## config.mk

```make
export PLATFORM = sky130hd
export DESIGN_NAME = w_input_conditioner
export DESIGN_NICKNAME = d
export VERILOG_FILES = /design/src/rtl/w_input_conditioner.sv
export SDC_FILE = /design/constraint.sdc
export NUM_CORES = 1
export LEC_CHECK = 0
export ABC_AREA = 0
export BUFFER_PORTS_ARGS = -buffer_cell sky130_fd_sc_hd__buf_2
export CORE_UTILIZATION = 58
export CTS_CLUSTER_SIZE = 30
export DETAILED_ROUTE_END_ITERATION = 8
export GPL_TIMING_DRIVEN = 0
export PLACE_DENSITY = 0.81
export SYNTH_ARGS = -nofsm -noshare
export SYNTH_HDL_FRONTEND = slang
export SYNTH_SLANG_ARGS = --single-unit
```

## constraint.sdc

```tcl
create_clock -name clk -period 4.4 [get_ports clk]
set_input_delay 0.88 -clock clk [delete_from_list [all_inputs] [get_ports clk]]
set_output_delay 0.88 -clock clk [all_outputs]
set_load 0.03 [all_outputs]
```

## src/rtl/w_input_conditioner.sv

```systemverilog
// Switch/push-button front end: synchronise, debounce, emit w level and step pulse.
// Optional build macro: KEY_AUTOREPEAT_EN (periodic step while the key stays pressed).

module w_input_conditioner_deb #(
    parameter int CNT_W           = 5,
    parameter int DEBOUNCE_CYCLES = 16
) (
    input  logic clk,
    input  logic reset,
    input  logic s,
    output logic waiting,
    output logic commit
);
    typedef enum logic [1:0] {IDLE_LO, WAIT_HI, IDLE_HI, WAIT_LO} state_t;

    localparam logic [CNT_W-1:0] CNT_MAX = CNT_W'(DEBOUNCE_CYCLES - 1);

    state_t           state, state_n;
    logic [CNT_W-1:0] cnt, cnt_n;

    always_ff @(posedge clk) begin
        if (reset) begin
            state <= IDLE_LO;
            cnt   <= '0;
        end else begin
            state <= state_n;
            cnt   <= cnt_n;
        end
    end

    always_comb begin
        state_n = state;
        cnt_n   = '0;
        commit  = 1'b0;
        case (state)
            IDLE_LO: if (s) begin
                state_n = WAIT_HI;
                cnt_n   = CNT_W'(1);
            end
            WAIT_HI: if (!s) begin
                state_n = IDLE_LO;
            end else if (cnt == CNT_MAX) begin
                state_n = IDLE_HI;
                commit  = 1'b1;
            end else begin
                cnt_n = cnt + CNT_W'(1);
            end
            IDLE_HI: if (!s) begin
                state_n = WAIT_LO;
                cnt_n   = CNT_W'(1);
            end
            WAIT_LO: if (s) begin
                state_n = IDLE_HI;
            end else if (cnt == CNT_MAX) begin
                state_n = IDLE_LO;
                commit  = 1'b1;
            end else begin
                cnt_n = cnt + CNT_W'(1);
            end
            default: state_n = IDLE_LO;
        endcase
    end

    assign waiting = (state == WAIT_HI) || (state == WAIT_LO);
endmodule

module w_input_conditioner #(
    parameter int SYNC_STAGES     = 2,
    parameter int DEBOUNCE_CYCLES = 16,
    parameter int CNT_W           = 5,
    parameter int REPEAT_CYCLES   = 64
) (
    input  logic clk,
    input  logic reset,
    input  logic sw_raw,
    input  logic key_raw,
    output logic w,
    output logic step,
    output logic busy
);
    if (SYNC_STAGES < 2 || DEBOUNCE_CYCLES < 2 || (2 ** CNT_W) <= DEBOUNCE_CYCLES
        || REPEAT_CYCLES < 2) begin : g_bad_params
        $error("w_input_conditioner: illegal parameter combination");
    end

    logic [SYNC_STAGES-1:0] sw_sync, key_sync;
    logic                   sw_wait, key_wait, sw_commit, key_commit;
    logic                   key_lvl;

    always_ff @(posedge clk) begin
        if (reset) begin
            sw_sync  <= '0;
            key_sync <= '0;
        end else begin
            sw_sync  <= {sw_sync[SYNC_STAGES-2:0], sw_raw};
            key_sync <= {key_sync[SYNC_STAGES-2:0], key_raw};
        end
    end

    w_input_conditioner_deb #(
        .CNT_W           (CNT_W),
        .DEBOUNCE_CYCLES (DEBOUNCE_CYCLES)
    ) u_sw_deb (
        .clk     (clk),
        .reset   (reset),
        .s       (sw_sync[SYNC_STAGES-1]),
        .waiting (sw_wait),
        .commit  (sw_commit)
    );

    w_input_conditioner_deb #(
        .CNT_W           (CNT_W),
        .DEBOUNCE_CYCLES (DEBOUNCE_CYCLES)
    ) u_key_deb (
        .clk     (clk),
        .reset   (reset),
        .s       (key_sync[SYNC_STAGES-1]),
        .waiting (key_wait),
        .commit  (key_commit)
    );

    assign busy = sw_wait | key_wait;

    // Committed levels are tracked by toggling on each commit; this matches the
    // FSM's IDLE_HI/WAIT_LO decode but keeps the levels as plain registers.
`ifdef KEY_AUTOREPEAT_EN
    localparam int RPT_W = $clog2(REPEAT_CYCLES + 1);

    logic [RPT_W-1:0] rpt;
    logic             key_fall, rpt_fire;

    assign key_fall = key_commit & key_lvl;
    assign rpt_fire = key_lvl & ~key_fall & (rpt == RPT_W'(REPEAT_CYCLES - 1));

    always_ff @(posedge clk) begin
        if (reset) begin
            w       <= 1'b0;
            key_lvl <= 1'b0;
            step    <= 1'b0;
            rpt     <= '0;
        end else begin
            w       <= w ^ sw_commit;
            key_lvl <= key_lvl ^ key_commit;
            step    <= (key_commit & ~key_lvl) | rpt_fire;
            if (!key_lvl || key_fall || rpt_fire)
                rpt <= '0;
            else
                rpt <= rpt + RPT_W'(1);
        end
    end
`else
    always_ff @(posedge clk) begin
        if (reset) begin
            w       <= 1'b0;
            key_lvl <= 1'b0;
            step    <= 1'b0;
        end else begin
            w       <= w ^ sw_commit;
            key_lvl <= key_lvl ^ key_commit;
            step    <= key_commit & ~key_lvl;
        end
    end
`endif
endmodule

```

Word level (Yosys, flattened, before mapping)
Cells that the tools add are included.
{ "totals": {"romBits": 0, "mem_bits_rw": 0, "output_inout_bits": 3, "latchBits": 0, "memories": 0, "word_cells": 72, "input_bits": 4, "ff_bits": 21} }
{ "op_classes": {"n_reduce_logical": 6, "bitwise": 5, "n_lt_le_gt_ge": 0, "n_div": 0, "shift": 0, "n_mux": 34, "n_eq_ne": 16, "mul": 0, "add_sub_neg": 2} }
{ "op_table": {"columns": ["operator", "n"], "rows": [
  ["$pmux W5 S4", 2],
  ["$mux W5", 6],
  ["$mux W2", 12],
  ["$pmux W2 S4", 2],
  ["$ne A3 B2 Y1 const B", 4],
  ["$add A5 B1 Y5 const B", 2],
  ["$eq A5 B4 Y1 const B", 2],
  ["$mux W1", 10],
  ["$eq A2 B2 Y1 const B", 4],
  ["$ne A2 B2 Y1 const B", 4],
  ["$reduce_and A4 Y1", 2],
  ["$eq A2 B1 Y1 const B", 2],
  ["$logic_not A2 Y1", 2],
  ["$pmux W1 S2", 2],
  ["$logic_or A1 B1 Y1", 2],
  ["$xor A1 B1 Y1", 2],
  ["$and A1 B1 Y1", 1],
  ["$not A1 Y1", 1],
  ["$or A1 B1 Y1", 1]
]} }

Logic depth before layout (Yosys ltp)
{ "depth": {"word_depth": 5, "ltp_mapped": 6, "depth_no_buf": 6} }

By module
A second synthesis with hierarchy kept.
{ "hier_totals": {"cells_unflattened": 74, "area_unflattened_um2": 848.3} }
{ "by_module_without_submodules": {"columns": ["mod", "cells_per_inst", "area_per_inst_um2", "seq_area_each_um2", "instances"], "rows": [
  ["w_input_conditioner_deb", 28, 317.8, 140.1, 2],
  ["w_input_conditioner", 18, 212.7, 140.1, 1]
]} }

Worst setup path after synthesis
No wires, ideal clock.
{ "synth_path": {"path_kind": "register to output", "startpoint": "register u_sw_deb.state[0]", "endpoint": "output busy", "path_stages_with_launch": 2, "setup_slack_ns": 2.828, "arrival_ns": 0.692, "t_required_ns": 3.520, "path_buffers": 0, "cell_sequence": "dfxtp_1 -> or2_2"} }
{ "synth_between": {"elab_chain_cells": 3, "word_cells_on_any_way": 4} }
{ "synth_lines": {"columns": ["item", "line", "text"], "rows": [
  ["start: declaration", "18", "state_t state, state_n;"],
  ["start signal: assignment", "26", "state <= state_n;"],
  ["$eq A2 B1 Y1 or $eq A2 B2 Y1 (tied branches)", "64", "assign waiting = (state == WAIT_HI) || (state == WAIT_LO);"],
  ["$logic_or A1 B1 Y1 *", "64", null],
  ["$or A1 B1 Y1 *", "122", "assign busy = sw_wait | key_wait;"],
  ["end: declaration", "79", "output logic busy"]
]} }
Mark *: on every way between the ends. The rest lies on a longest branch, timed or not.

Worst setup path in the final report
Same ends and word-level chain as after synthesis.

==> impl_metrics.csv <==
group,metric,value,unit
clocking,path_clk_slew,110,ps
clocking,cts-root-buf,"clkbuf_4",
sta,post-route-min-period,2020,ps
finish,area_delta_synth_final,9.37,%
job,drv_cap,0,
grt,grt_usage,19.9,%
grt,antenna_found_initial,0,
setup_path,crit_chain,"or2_2 -> buf_2",
finish,diodes,0,
floorplan,core-area,1190,um2
drt,wl,1190,um
sta,finalSetupViolCount,0,
finish,multi_input_area,357,um2
power,ir_worst_vdd,256,uV
status,run_status,"completed",
finish,nFillCells,97,
logic_synthesis,ys_seq_area_share,53.3,%
setup_path,crit_path_end_kind,"output port",
clocking,cts_tree,"done",
clocking,cts_setup_buffers,0,
logic_synthesis,yosys_register_bits,21,
clocking,cts.sinks,21,
power,p_switching,0.0611,mW
power,combPwrFrac,3.3,%
logic_synthesis,syn_area,788,um2
grt,met1_usage,23.8,%
setup_path,reg2reg_slack,2820,ps
finish,regArea,420,um2
logic_synthesis,synthDistinctLibCells,26,
grt,top_usage_layer,"met2",
clocking,cts_resized,0,
logic_synthesis,yosysWarnings,0,
logic_synthesis,synth_top_family_by_area,"simple AND/OR/NAND/NOR gates",
sta,drv_slew,0,
logic_synthesis,synthAdderAreaFrac,4.76,%
floorplan,die_height,38.9,um
sta,tns,0,ps
grt,met3_usage,5.20,%
floorplan,die_w,38.9,um
sta,max_freq,0.495,GHz
setup_path,cp_top_family,"flip-flops",
finish,layout_common_cells,"dfxtp_1, nor2b_1, buf_2",
drt,drt_iter0_drc,14,
floorplan,fp-row-count,12,
setup_path,cp.arrival,1140,ps
drt,ant_nets,0,
grt,grt-ovfl-total,0,
floorplan,initial_core_util,66.5,%
setup_path,worst-path-buf-inv,1,
placed_design,dp_hpwl,866,um
floorplan,dieArea,1510,um2
clocking,cts_buffers,3,
grt,grt_max_degree,12,
power,swShare,20.8,%
sta,rsz0062_at_grt,"no",
logic_synthesis,synth_area_leaders,"dfxtp_1, ha_1, nor2b_1, xnor2_1, and2_1",
logic_synthesis,synth_top_area_share,53.3,%
logic_synthesis,synthesis.nets,81,
logic_synthesis,yosys.area_share.simple,27.5,%
finish,final_layout_size_suffix_gt1_share,14.3,%
power,p_leak,0.363,nW
power,pwr-share-clk,30.4,%
sta,layout_setup_ws,2380,ps
min_path,hp-class,"flip-flop to flip-flop",
power,powerDensity,340,nW/um2
placed_design,dp_slack,2720,ps
drt,detail_route.wl_per_cell,12.1,um
sta,max_slew.worst_pin.slew,432,ps
setup_path,path_max_fanout,5,
finish,mostFrequentLayoutCell,"dfxtp_1",
sta,hold_violations,0,
setup_path,max_stage_delay,360,ps
drt,avgViaCountPerCell,5.49,
power,p_seq_share,66.3,%
clocking,clk_latency,290,ps
clocking,h-tree-depth,1,
grt,grt_pass1_wl,1990,um
placed_design,io_buffers,6,
finish,fin_nets,92,
logic_synthesis,synth_xor_area_share,6.67,%
setup_path,cp-start-kind,"flip-flop",
drt,first_pass_iters,4,
drt,vias,538,
floorplan,pin_count,7,
power,p_int,0.232,mW
placed_design,gp_congestion,0.744,
sta,maxSlewHeadroom,71.2,%
grt,met2_usage,32.1,%
logic_synthesis,synthMuxAreaShare,0,%
drt,drc,0,
logic_synthesis,synth_top_area_cell,"dfxtp_1",
setup_path,cp_slowest_cell,"dfxtp_1",
setup_path,worstSetupPathType,"flip-flop to output port",
clocking,cts_max_path_buffers,2,
logic_synthesis,synth_area_per_cell,10.7,um2
sta,period_share,45.9,%
logic_synthesis,synth_compound_area_share,6.35,%
clocking,cts_hold_buf,0,
sta,fin_skew,0.686,ps
grt,grt_pass1_vias,488,
setup_path,worstPathRequired,3520,ps
logic_synthesis,syn_inst,74,
==> logic make-up after synthesis <==
family                   Yosys count
adder cells (fa/ha/maj)            3
flip-flops                        21
AND/OR/NAND/NOR                   33
buffers and inverters              3
AO/OA/AOI/OAI                      8
XOR/XNOR                           6
==> stage by stage <==
step / hold WS, ps / power (mW) / std cells / util (%) / cell area [um2]
global placement: 419 / 0.208 / 94 / 70.5 / 836
CTS: 462 / 0.294 / 98 / 72.7 / 862
detailed placement: 445 / 0.208 / 94 / 70.5 / 836
global route: 476 / 0.305 / 98 / 72.7 / 862
floorplan: 414 / 0.204 / 74 / - / 788
finish: 459 / 0.293 / 98 / 72.7 / 862
==> final timing paths <==
kind / from / to / depth (start not counted)
setup reg to reg: u_key_deb.cnt[0] / key_lvl / 6
hold / removal: sw_sync[0] / sw_sync[1] / 1
hold reg to reg: sw_sync[0] / sw_sync[1] / 1
setup / recovery: u_sw_deb.state[0] / busy / 2
==> synthesized netlist by cell type (all sizes together) <==
| cell | instances |
|---|---|
| xnor2 | 4 |
| clkbuf | 1 |
| nor3 | 4 |
| and2 | 4 |
| ha | 3 |
| dfxtp | 21 |
| nor2 | 1 |
| and3 | 3 |
| and4b | 2 |
| nand3 | 5 |
| nor3b | 2 |
| nor2b | 6 |
| a21oi | 2 |
| nor4 | 1 |
| o21ai | 2 |
| or4 | 1 |
| nand4b | 2 |
| o31ai | 1 |
| a211oi | 1 |
| inv | 2 |
| xor2 | 2 |
| o21a | 2 |
| or2 | 1 |
| nand2b | 1 |
==> routing by layer <==
layer | vias to the layer above | wire length [um] | part of all wire (%)
met5 | - | 0 | 0
met4 | 0 | 11 | 0.93
met3 | 2 | 29 | 2.4
met2 | 7 | 532 | 45
met1 | 248 | 613 | 52
li1 | 281 | - | -
==> worst reg2reg max path: stages, from the launching register on <==
cell	delay, ps
dfxtp_1	370
ha_1	210
and4b_1	270
and2_1	190
nor2b_1	160
ha_1	240
nor2_1	100
==> state kept, by name (all words and copies together) (netlist names), named ones only <==
| register | cells |
|---|---|
| key_sync | 2 |
| sw_sync | 2 |
| key_lvl | 1 |
| step | 1 |
| w | 1 |
| u_sw_deb.state | 1 |
| u_sw_deb.cnt | 5 |
| u_key_deb.state | 1 |
| u_key_deb.cnt | 5 |
==> power groups by stage <==
stage | combinational (mW) | clock [mW] | sequential [mW]
CTS | 0.00960 | 0.0903 | 0.194
global route | 0.0106 | 0.0994 | 0.195
detailed placement | 0.00951 | 0 | 0.199
global placement | 0.00922 | 0 | 0.199
floorplan | 0.00602 | 0 | 0.198
finish | 0.00959 | 0.0890 | 0.194
==> area by class of cell <==
class	count	share of cell area [%]
Buffer	1	0.435
Clock buffer	4	3.05
Inverter	2	0.871
Multi-Input combinational cell	50	41.4
Sequential cell	21	48.8
Tap cell	14	2.03
Timing Repair Buffer	6	3.48
No activity file was read; power rests on OpenSTA's default activity.
